<file path="src/rtl/mem_burst_reader_if.sv">
// Memory multiplexer slave-port bundle: 22-bit word address, 16-bit data,
// request/ready handshake with a last4 early-end hint for the arbiter.
interface mem_interface;
    logic [21:0] address;
    logic        request;
    logic        write_enable;
    logic        last4;
    logic [15:0] data_write;
    logic [15:0] data_read;
    logic        ready;

    modport master (
        output address, request, write_enable, last4, data_write,
        input  data_read, ready
    );

    modport slave (
        input  address, request, write_enable, last4, data_write,
        output data_read, ready
    );
endinterface

</file>
<file path="src/rtl/mem_burst_reader.sv">
// Burst-reading DMA client: fetches a run of words into a FIFO and streams them out.
// Define MEM_BURST_READER_WRAP_EN to rescan the programmed run endlessly until abort.
module mem_burst_reader #(
    parameter int BURST = 8,
    parameter int DEPTH = 16
) (
    input  logic        clock,
    input  logic        reset,
    input  logic        start,
    input  logic [21:0] start_address,
    input  logic [21:0] length,
    input  logic        abort,
    output logic        busy,
    mem_interface.master mem,
    output logic [15:0] out_data,
    output logic        out_valid,
    input  logic        out_ready
);
    localparam int PW = $clog2(DEPTH);
    localparam int CW = PW + 1;
    localparam int BW = $clog2(BURST) + 1;

    typedef enum logic [1:0] {S_IDLE, S_WAIT_SPACE, S_BURST, S_GAP} state_t;

    state_t        state_q, state_d;
    logic [21:0]   cur_addr_q, cur_addr_d;
    logic [21:0]   remaining_q, remaining_d;
    logic [BW-1:0] burst_left_q, burst_left_d;
    logic [PW-1:0] wr_ptr_q, wr_ptr_d;
    logic [PW-1:0] rd_ptr_q, rd_ptr_d;
    logic [CW-1:0] count_q, count_d;
    logic          request_q, request_d;
    logic          busy_q, busy_d;
`ifdef MEM_BURST_READER_WRAP_EN
    logic [21:0]   run_addr_q, run_addr_d;
    logic [21:0]   run_len_q, run_len_d;
`endif

    logic [15:0]   fifo_mem [DEPTH];
    logic [21:0]   need;
    logic [21:0]   space;
    logic          has_space;
    logic          push;
    logic          pop;
    logic          start_ok;

    // Words are pushed on the accepting edge, so nothing is ever in flight
    // beyond the FIFO count itself.
    always_comb begin
        need      = (remaining_q < 22'(BURST)) ? remaining_q : 22'(BURST);
        space     = 22'(DEPTH) - 22'(count_q);
        has_space = (space >= need);
        start_ok  = start && !busy_q && (state_q == S_IDLE) && (length != 22'd0);
        push      = (state_q == S_BURST) && mem.ready && !abort;
        pop       = (count_q != '0) && out_ready;
    end

    always_comb begin
        state_d      = state_q;
        cur_addr_d   = cur_addr_q;
        remaining_d  = remaining_q;
        burst_left_d = burst_left_q;
        request_d    = request_q;
        busy_d       = busy_q;
        wr_ptr_d     = push ? wr_ptr_q + PW'(1) : wr_ptr_q;
        rd_ptr_d     = pop  ? rd_ptr_q + PW'(1) : rd_ptr_q;
        count_d      = count_q + CW'(push) - CW'(pop);
`ifdef MEM_BURST_READER_WRAP_EN
        run_addr_d   = run_addr_q;
        run_len_d    = run_len_q;
`endif

        case (state_q)
            S_IDLE: begin
                if (start_ok) begin
                    cur_addr_d  = start_address;
                    remaining_d = length;
                    busy_d      = 1'b1;
                    state_d     = S_WAIT_SPACE;
`ifdef MEM_BURST_READER_WRAP_EN
                    run_addr_d  = start_address;
                    run_len_d   = length;
`endif
                end
            end
            // GAP doubles as the space check so request is low for one cycle only.
            S_WAIT_SPACE, S_GAP: begin
                if ((state_q == S_GAP) && (remaining_q == 22'd0)) begin
                    state_d = S_IDLE;
                end else if (has_space) begin
                    burst_left_d = BW'(need);
                    request_d    = 1'b1;
                    state_d      = S_BURST;
                end else begin
                    state_d = S_WAIT_SPACE;
                end
            end
            S_BURST: begin
                if (push) begin
                    cur_addr_d   = cur_addr_q + 22'd1;
                    remaining_d  = remaining_q - 22'd1;
                    burst_left_d = burst_left_q - BW'(1);
`ifdef MEM_BURST_READER_WRAP_EN
                    if (remaining_q == 22'd1) begin
                        cur_addr_d  = run_addr_q;
                        remaining_d = run_len_q;
                    end
`endif
                    if (burst_left_q == BW'(1)) begin
                        request_d = 1'b0;
                        state_d   = S_GAP;
                    end
                end
            end
            default: state_d = S_IDLE;
        endcase

        if (busy_q && (state_d == S_IDLE) && (count_d == '0)) begin
            busy_d = 1'b0;
        end

        if (abort) begin
            state_d   = S_IDLE;
            request_d = 1'b0;
            busy_d    = 1'b0;
            wr_ptr_d  = '0;
            rd_ptr_d  = '0;
            count_d   = '0;
        end
    end

    always_ff @(posedge clock) begin
        if (reset) begin
            state_q      <= S_IDLE;
            cur_addr_q   <= '0;
            remaining_q  <= '0;
            burst_left_q <= '0;
            wr_ptr_q     <= '0;
            rd_ptr_q     <= '0;
            count_q      <= '0;
            request_q    <= 1'b0;
            busy_q       <= 1'b0;
`ifdef MEM_BURST_READER_WRAP_EN
            run_addr_q   <= '0;
            run_len_q    <= '0;
`endif
        end else begin
            state_q      <= state_d;
            cur_addr_q   <= cur_addr_d;
            remaining_q  <= remaining_d;
            burst_left_q <= burst_left_d;
            wr_ptr_q     <= wr_ptr_d;
            rd_ptr_q     <= rd_ptr_d;
            count_q      <= count_d;
            request_q    <= request_d;
            busy_q       <= busy_d;
`ifdef MEM_BURST_READER_WRAP_EN
            run_addr_q   <= run_addr_d;
            run_len_q    <= run_len_d;
`endif
        end
    end

    always_ff @(posedge clock) begin
        if (push) begin
            fifo_mem[wr_ptr_q] <= mem.data_read;
        end
    end

    assign busy             = busy_q;
    assign out_valid        = (count_q != '0);
    assign out_data         = out_valid ? fifo_mem[rd_ptr_q] : 16'd0;
    assign mem.request      = request_q;
    assign mem.address      = cur_addr_q;
    assign mem.last4        = request_q && (burst_left_q <= BW'(4));
    assign mem.write_enable = 1'b0;
    assign mem.data_write   = 16'd0;
endmodule
</file>
<file path="src/flat_wrapper.sv">
// flat-port wrapper written by rule: the top's interface ports become plain ports
module mem_burst_reader_flat 
#(
    parameter int BURST = 8,
    parameter int DEPTH = 16
)
  (clock, reset, start, start_address, length, abort, busy, out_data, out_valid, out_ready, mem_address, mem_request, mem_write_enable, mem_last4, mem_data_write, mem_data_read, mem_ready);
  mem_interface mem_i ();
  input  logic clock;
  input  logic reset;
  input  logic start;
  input  logic [21:0] start_address;
  input  logic [21:0] length;
  input  logic abort;
  output logic busy;
  output logic [15:0] out_data;
  output logic out_valid;
  input  logic out_ready;
  output wire logic [$bits(mem_i.address)-1:0] mem_address;
  output wire logic [$bits(mem_i.request)-1:0] mem_request;
  output wire logic [$bits(mem_i.write_enable)-1:0] mem_write_enable;
  output wire logic [$bits(mem_i.last4)-1:0] mem_last4;
  output wire logic [$bits(mem_i.data_write)-1:0] mem_data_write;
  input wire logic [$bits(mem_i.data_read)-1:0] mem_data_read;
  input wire logic [$bits(mem_i.ready)-1:0] mem_ready;
  assign mem_address = mem_i.address;
  assign mem_request = mem_i.request;
  assign mem_write_enable = mem_i.write_enable;
  assign mem_last4 = mem_i.last4;
  assign mem_data_write = mem_i.data_write;
  assign mem_i.data_read = mem_data_read;
  assign mem_i.ready = mem_ready;
  mem_burst_reader #(.BURST(BURST), .DEPTH(DEPTH)) u_core (.clock(clock), .reset(reset), .start(start), .start_address(start_address), .length(length), .abort(abort), .busy(busy), .mem(mem_i), .out_data(out_data), .out_valid(out_valid), .out_ready(out_ready));
endmodule
</file>
<file path="config.mk">
export PLATFORM = sky130hd
export DESIGN_NAME = mem_burst_reader_flat
export DESIGN_NICKNAME = d
export VERILOG_FILES = /design/src/rtl/mem_burst_reader_if.sv /design/src/rtl/mem_burst_reader.sv /design/src/flat_wrapper.sv
export SDC_FILE = /design/constraint.sdc
export NUM_CORES = 1
export LEC_CHECK = 0
export CORE_UTILIZATION = 62
export CTS_CLUSTER_SIZE = 30
export DETAILED_ROUTE_END_ITERATION = 16
export GPL_ROUTABILITY_DRIVEN = 1
export PLACE_DENSITY_LB_ADDON = 0.3
export SYNTH_ARGS = -nofsm -noshare
export SYNTH_HDL_FRONTEND = slang
export SYNTH_SLANG_ARGS = --single-unit
</file>
<file path="constraint.sdc">
create_clock -name clock -period 6.95 [get_ports clock]
set_input_delay 1.0425 -clock clock [delete_from_list [all_inputs] [get_ports clock]]
set_output_delay 1.0425 -clock clock [all_outputs]
set_load 0.03 [all_outputs]
</file>
# Word level (Yosys, flattened, before mapping)

Memory sizes are Yosys's and may differ from the RTL's. A register that Yosys moved wholly into a read port is not among the register bits.
Index checks and enable logic that the tools add are counted.

Register bits after elaboration: 65
Bits in latches: 0
Bits in writable memories: 256
Bits in read-only memories: 0
Bits of input ports: 66
Output and inout port bits: 59
Word-level logic and storage cells: 84
Memories: 1

Memory list:

| memory          | words | bits a word | rd ports | clocked after memory_dff | wr ports | line                   | text |
|---|---|---|---|---|---|---|---|
| u_core.fifo_mem | 16    | 16          | 1        | 1                        | 1        | mem_burst_reader.sv:39 | `logic [15:0] fifo_mem [DEPTH];` |

Add/subtract/negate cells: 8
Multiply operators: 0
Div/mod/pow operators: 0
$lt $le $gt $ge: 3
Equality and inequality tests: 9
Shift operators: 0
Multiplexer cells: 27
Bitwise logic cells: 0
Reductions and logical operators: 27

Operators with widths:

| kind                                                  | number |
|---|---|
| 2-to-1 mux 22 bit                                     | 5 |
| case mux 22 bit (2 select lines)                      | 2 |
| adder 22 x 1 -> 22 bit, second input constant         | 1 |
| >= comparator 22 bit                                  | 1 |
| zero test 22 bit                                      | 1 |
| < comparator 22 x 4 -> 1 bit, second input constant   | 1 |
| nonzero test 22 bit                                   | 1 |
| subtractor 22 x 1 -> 22 bit, second input constant    | 1 |
| 2-to-1 mux 4 bit                                      | 5 |
| 2-to-1 mux 16 bit                                     | 1 |
| logical AND 1 bit                                     | 10 |
| 2-to-1 mux 2 bit                                      | 5 |
| adder 4 x 1 -> 4 bit, second input constant           | 2 |
| case mux 4 bit (2 select lines)                       | 1 |
| 2-to-1 mux 1 bit                                      | 6 |
| inequality test 2 x 1 -> 1 bit, second input constant | 3 |
| case mux 2 bit (3 select lines)                       | 1 |
| subtractor 5 x 5 -> 6 bit, first input constant       | 1 |
| adder 5 x 1 -> 5 bit                                  | 1 |
| zero test 5 bit                                       | 1 |
| AND reduction 5 bit                                   | 1 |
| nonzero test 5 bit                                    | 1 |
| subtractor 5 x 1 -> 5 bit                             | 1 |
| == test 2 bit, second input constant                  | 2 |
| 14 further kinds                                      | 19 |

# Longest topological paths before layout

Gate-level depths: netlist of the first run.

Depth after elaboration: 10
Depth in mapped cells: 16
Mapped depth without buffers: 15

# Worst setup path after synthesis of the first run

Ideal clock, no wire load.

Kind: input to register
From: in mem_ready
To: mem u_core.fifo_mem[3][0] (enable)
Arrival time: 3.162 ns
Data required time: 6.541 ns
Setup slack: 3.379 ns
Cell stages on the path: 6
Buffers on the path: 1
Path through: nand2_1 or2_2 inv_1 buf_1 nand2_1 nor3_1

Cells in the longest elaborated chain, start to end: 4

Ends and longest elaborated chain:

| element                                | line                    | text |
|---|---|---|
| from (decl)                            | flat_wrapper.sv:25      | `input wire logic [$bits(mem_i.ready)-1:0] mem_ready;` |
| logical AND 1 bit (2 in series)        | mem_burst_reader.sv:54  | `push = (state_q == S_BURST) && mem.ready && !abort;` |
| via u_core.push                        | mem_burst_reader.sv:43  | `logic push;` |
| 2-to-1 mux 1 bit                       | mem_burst_reader.sv:165 | `if (push) begin` |
| 2-to-1 mux 1 bit (implied by the code) | mem_burst_reader.sv:166 | `fifo_mem[wr_ptr_q] <= mem.data_read;` |
| to (decl)                              | mem_burst_reader.sv:39  |  |

The timed path passes the listed nets, and every way through them passes these cells.

==> summary.md, run 1 <==
| Metric | Value |
|---|---|
| Status | finished, final reports clean |
| PD cells | around 290 nW/um^2 |
| Post-DP HPWL | approximately 19,000 um |
| Via count | between 9,000 and 10,000 |
| CP Capture Type | output pin |
| Share of cells above drive strength 1 | between 10% and 20% |
| Skew-Pair Late Insertion Delay | about 550 ps |
| Post-CTS Resized | 0 |
| Met1 Usage GRT | approximately 39% |
| Reg-to-Reg Start | u_core.remaining_q[15] |
| Seq cells post-synth | between 300 and 400 |
| Min Tclk post-route | about 5000 ps |
| HP Class | reg2reg |
| Leak Pwr | between 5 and 6 nW |
| VDD IR-drop max | ~0.20 mV |
| Total Neg Setup Slack | 0 ps |
| CTS Buf Count | 31 |
| RSZ-0062 raised after global routing | no |
| Post-CTS repair timing setup buffer count | 0 |
| Antenna violations before repair | 0 |
| Port bufs | 107 |
| Setup violations, final | 0 |
| Die area | ~24,000 um^2 |
| Rel. slew slack | ~14% |
| Die Wd | between 150 and 200 um |
| Sequential cell area | between 9000 and 10,000 um^2 |
| Largest net degree at the start of global routing | 78 |
| Worst endpoint required time | a little under 6000 ps |
| Clock Sink Count | between 300 and 400 |
| Post-Syn Instances | just over 1,000 |
| Per-cell routed wire length | ~23 um |
| Final WS setup | ~2000 ps |
| Fmax | between 0.2 and 0.25 GHz |
| TritonRoute pass-1 iters | 6 |
| CTS root buf | clkbuf_16 |
| Grt total ovfl | 0 |
| FF-to-FF setup slack | about 2900 ps |
| Post-synthesis sequential area ratio | between 60% and 70% |
| GR Util All Layers | between 20% and 30% |
| CTS Hold Bufs | 0 |
| GR met2 Demand/Resource | 49.9% |
| Period utilization | 70.7% |
| Setup WS pre-CTS | approximately 2600 ps |
| DRT iter0 DRCs | a little over 800 |
| Most frequent cells in the layout | edfxtp_1 (256), clkdlybuf4s50_1 (106), nand2_1 (82) |
| Met3 Usage GRT | 3.42% |
| Drt drc | 0 |
| Crit path max fanout | 42 |
| Synth Area per Inst | between 10 and 15 um^2 |
| Worst-margin pin slew | roughly 1300 ps |
| Clock Skew | approximately 9.3 ps |
| Nets@finish | between 1,000 and 1,500 |
| Register-to-Register Path Depth | 11 |
| Final hold vios | 0 |
| Routability cong. | around 0.84 |
| Initial Util | 63.6% |
| Post-route ant nets | 0 |
| GRT busiest layer | met2 |
| H-tree levels | 1 |
| Clock Path Buffers | 3 |
| Max-slew violation count | 0 |
| Final WL | between 30,000 and 40,000 um |
| MaxCap Viol Count | 0 |
| Multi-input combinational cell area | roughly 5100 um^2 |
| FILL cells | approximately 1,400 |
| DIE HEIGHT | 155 um |
| Critical path type | reg2out |
| Row count | 55 |
| Prevailing post-synth register cell | edfxtp_1 |
| Post-Syn Area | 14,500 um^2 |
| FFs w/ async S/R, synth | 0% |
| CTS tree | done |
| Yosys warning count | 0 |
| Worst Path Arrival | between 3000 and 4000 ps |
| Syn-to-layout area delta | 16.9% |
| Clk pin slew, worst setup/hold paths | approximately 70 ps |
| Ports | about 130 |
| Global-route wire length before repair | just over 50,000 um |
| EDFF count, synth | between 200 and 300 |
| Commonest non-fill, non-tap cell in the layout | edfxtp_1 |
| Distinct cell type count after synthesis | between 60 and 70 |
| Vias in the first global route | around 9,000 |
| Critical Path End | out_data[3] |
| Ant. Diodes | 0 |
| DR vias/cell | between 6 and 7 |
| Core area | ~23,000 um^2 |
| Startpoint types | flop |
| RR Endpoint | u_core.burst_left_q[3] |
## routing by layer
layer,vias up,part of all wire (%)
li1,4160,-
met1,4613,40
met2,415,51
met3,50,6.7
met4,0,1.9
met5,-,0
## synth_stat cells (17+ instances only)
library cell	n	area, um^2
a21oi_1	63	315
and2_1	21	131
buf_4	17	128
clkbuf_1	44	165
dfxtp_1	69	1380
edfxtp_1	256	7690
ha_1	42	526
inv_1	29	109
mux4_2	80	1800
nand2_1	82	308
nand3_1	18	90.1
nor2_1	73	274
o21ai_0	51	255
## how the worst min path moves through the flow
stage                                      start                     end  slack (ps)  cells past startpoint
after floorplan           u_core.remaining_q[20]  u_core.remaining_q[20]         450                      2
after global placement        u_core.mem.request      u_core.mem.request         470                      2
after detailed placement      u_core.mem.request      u_core.mem.request         460                      2
after CTS                     u_core.mem.request      u_core.mem.request         480                      2
after global routing          u_core.mem.request      u_core.mem.request         490                      2
final                         u_core.mem.request      u_core.mem.request         480                      2
## sequential cells by signal, indices dropped and copies added (netlist names), 2 cells and up, named ones only
name,cells
u_core.remaining_q,22
u_core.state_q,2
u_core.fifo_mem,256
u_core.wr_ptr_q,4
u_core.mem.address,22
u_core.count_q,5
u_core.burst_left_q,4
u_core.rd_ptr_q,4
## power by group
group | internal [mW] | total, mW | switching [mW]
clock | 0.981 | 1.70 | 0.724
combinational | 0.443 | 0.999 | 0.557
sequential | 2.13 | 2.20 | 0.0713
## worst max-delay path, cell delays in order (launching register included)
cell	delay, ps
dfxtp_4	900
buf_4	540
mux4_2	590
mux4_2	470
and2_1	180
clkdlybuf4s50_1	610
## final cells by class
cell class	count	share of cell area, %
inverter	29	0.643
clock buffer	47	5.60
multi-input combinational	631	30.3
clock inverter	11	0.554
timing repair buffer	122	6.96
sequential	325	53.6
tap	313	2.31
## kinds of logic after synthesis
group	count (synthesis)	share of synthesized area, %
fa+ha+maj	43	3.77
flops	325	62.6
mux	81	12.5
other cells	2	0.0519
buf+inv	103	3.17
xor+xnor	12	0.726
compound gates	191	8.13
simple gates	269	9.02
## stage by stage
step           power, mW  cell area (um^2)  utilization (%)  instances  hold slack, ps
2_1_floorplan       2.89             14600                -       1059             451
3_3_place_gp        3.21             15900             69.8       1420             466
3_5_place_dp        3.24             15900             69.8       1420             462
4_1_cts             4.92             16900             74.3       1478             478
5_1_grt             5.07             16900             74.3       1478             493
6_report            4.91             16900             74.3       1478             477
Note: power is estimated with default switching activity, not from simulation.
==> run 2, diff against run 1 <==
- CORE_UTILIZATION: 62 -> 52
- clock period: 6.95 -> 3.97 ns (I/O delays scaled with it)
==> summary.md, run 2 (synthesis gave the netlist of run 1 again) <==
| Metric | Value |
|---|---|
| WP buf/inv | 2 |
| Post-CTS Resized | 0 |
| Status | finished, final reports clean |
| Total Neg Setup Slack | 0 ps |
| CP most frequent cell | mux4_2 |
| DIE HEIGHT | about 170 um |
| Post-route ant nets | 0 |
| FILL cells | slightly below 2,000 |
| GR met2 Demand/Resource | 38.7% |
| Drt drc | 0 |
| Ports | 125 |
| Worst-path cell chain | buf_12, mux4_2, mux4_2, and2_1, clkdlybuf4s50_1 |
| Worst-margin pin slew | roughly 1100 ps |
| Rel. slew slack | between 20% and 30% |
| CTS Buf Count | 34 |
| Worst path slowest cell | clkdlybuf4s50_1 |
| Nets@finish | between 1,000 and 1,500 |
| Routability cong. | approximately 0.86 |
| VDD IR-drop max | roughly 0.28 mV |
| Most frequent cells in the layout | edfxtp_1 (256), clkdlybuf4s50_1 (106), nand2_1 (82) |
| CTS tree | done |
| Per-cell routed wire length | just over 20 um |
| Vias in the first global route | 8,813 |
| Clock Sink Count | approximately 330 |
| Critical path's largest stage delay | 580 ps |
| Setup violations, final | 0 |
| RR Endpoint | u_core.burst_left_q[0] |
| Row count | 60 |
| Min Tclk post-route | roughly 3700 ps |
| Crit-path leading delay family | multiplexers |
| Via count | ~9,100 |
| PD cells | around 500 nW/um^2 |
| FF-to-FF setup slack | roughly 260 ps |
| DRT iter0 DRCs | 917 |
| Global-route wire length before repair | ~50,000 um |
| Clock Path Buffers | 3 |
| Min-delay src | reset |
| Period utilization | 94.3% |
| Grt total ovfl | 0 |
| MaxCap Viol Count | 0 |
| Multi-input combinational cell area | about 5000 um^2 |
| Antenna violations before repair | 0 |
| Worst Path Arrival | roughly 3200 ps |
| HP Class | in2reg |
| Die Wd | between 150 and 200 um |
| Register-to-Register Path Depth | 11 |
| Met1 Usage GRT | between 30% and 40% |
| Post-CTS repair timing setup buffer count | 0 |
| Max-slew violation count | 0 |
| Critical path type | reg2out |
| Crit path max fanout | 26 |
| Leak Pwr | between 5 and 6 nW |
| Final hold vios | 0 |
| DR vias/cell | approximately 5.8 |
| Worst endpoint required time | approximately 3400 ps |
| Met3 Usage GRT | 3.74% |
| Max FFs per register | between 200 and 300 |
| Fmax | between 0.2 and 0.3 GHz |
| Reg-to-Reg Start | u_core.remaining_q[15] |
| GRT busiest layer | met2 |
| Port bufs | approximately 110 |
| Hold Path Cell Cnt | 2 |
| Largest net degree at the start of global routing | 65 |
| Tot Pwr | 8.71 mW |
| Core area | between 20,000 and 30,000 um^2 |
| Ant. Diodes | 0 |
| Skew-Pair Late Insertion Delay | 520 ps |
| Clk pin slew, worst setup/hold paths | about 60 ps |
| CP Capture Type | output pin |
| Commonest non-fill, non-tap cell in the layout | edfxtp_1 |
| Initial Util | 53.4% |
| Hold EP | u_core.remaining_q[2] |
| Clock Skew | about 14 ps |
| Final WL | 32,200 um |
| Post-DP HPWL | ~20,000 um |
| TritonRoute pass-1 iters | 5 |
| Syn-to-layout area delta | 19.2% |
| CTS root buf | clkbuf_16 |
| Die area | around 29,000 um^2 |
| Largest Register | u_core.fifo_mem |
| Share of cells above drive strength 1 | ~16% |
| CTS Hold Bufs | 0 |
| Startpoint types | flop |
| GR Util All Layers | a little under a quarter |
| RSZ-0062 raised after global routing | no |
| H-tree levels | 2 |
| Sequential cell area | 9070 um^2 |
[run 2: changes by cell type in the layout (fill, tap and decap cells not counted)]
| cell | previous run | this run |
|---|---|---|
| bufinv_16 | 1 | 2 |
| inv_6 | 2 | 0 |
| nor2_1 | 62 | 64 |
| buf_12 | 0 | 5 |
| clkbuf_16 | 33 | 35 |
| clkinv_1 | 0 | 6 |
| clkinv_4 | 1 | 0 |
| clkbuf_8 | 7 | 2 |
| buf_4 | 15 | 30 |
| clkinv_2 | 6 | 3 |
| clkinv_8 | 0 | 2 |
| clkinvlp_4 | 1 | 3 |
| clkbuf_1 | 7 | 8 |
| nor2_2 | 11 | 9 |
[run 2: cell type report]
cell class,count,area share (%)
Tap cell,372,2.70
Inverter,29,0.631
Timing Repair Buffer,142,8.06
Sequential cell,325,52.6
Multi-Input combinational cell,631,29.7
Clock inverter,16,0.885
Clock buffer,45,5.41
[run 2: where the power goes]
group	internal, mW	total, mW	switching [mW]
registers	3.73	3.83	0.0942
logic	0.810	1.80	0.990
clock network	1.80	3.08	1.28
[run 2: layer usage]
metal / share of wire [%] / vias up
met1: 43 / 4535
met5: 0 / -
met3: 6.0 / 52
met2: 50 / 327
li1: - / 4205
met4: 1.7 / 0
[run 2: worst max path at each step]
| stage | from | endpoint | cells after the start |
|---|---|---|---|
| finish | flop | out_data[4] | 5 |
| global route | u_core.remaining_q[15] | u_core.burst_left_q[0] | 11 |
| CTS | flop | out_data[4] | 5 |
| detailed placement | u_core.remaining_q[15] | u_core.burst_left_q[0] | 11 |
| global placement | u_core.remaining_q[15] | u_core.burst_left_q[0] | 11 |
| floorplan | u_core.remaining_q[15] | u_core.burst_left_q[3] | 11 |
[run 2: through the flow]
stage | instances | hold WS (ps) | utilization, % | worst slack (ps) | area (um^2)
2_1_floorplan | 1059 | 451 | - | 526 | 14600
3_3_place_gp | 1499 | 464 | 59.7 | 308 | 16200
3_5_place_dp | 1499 | 475 | 59.7 | 300 | 16200
4_1_cts | 1560 | 433 | 63.7 | 164 | 17300
5_1_grt | 1560 | 459 | 63.7 | 73.9 | 17300
6_report | 1560 | 448 | 63.7 | 227 | 17300
==> run 3, diff against run 2 <==
- CAP_MARGIN: not set -> 10
==> results of run 3 <==
Same layout as run 2: the final DEF is identical, and so are final timing and power.
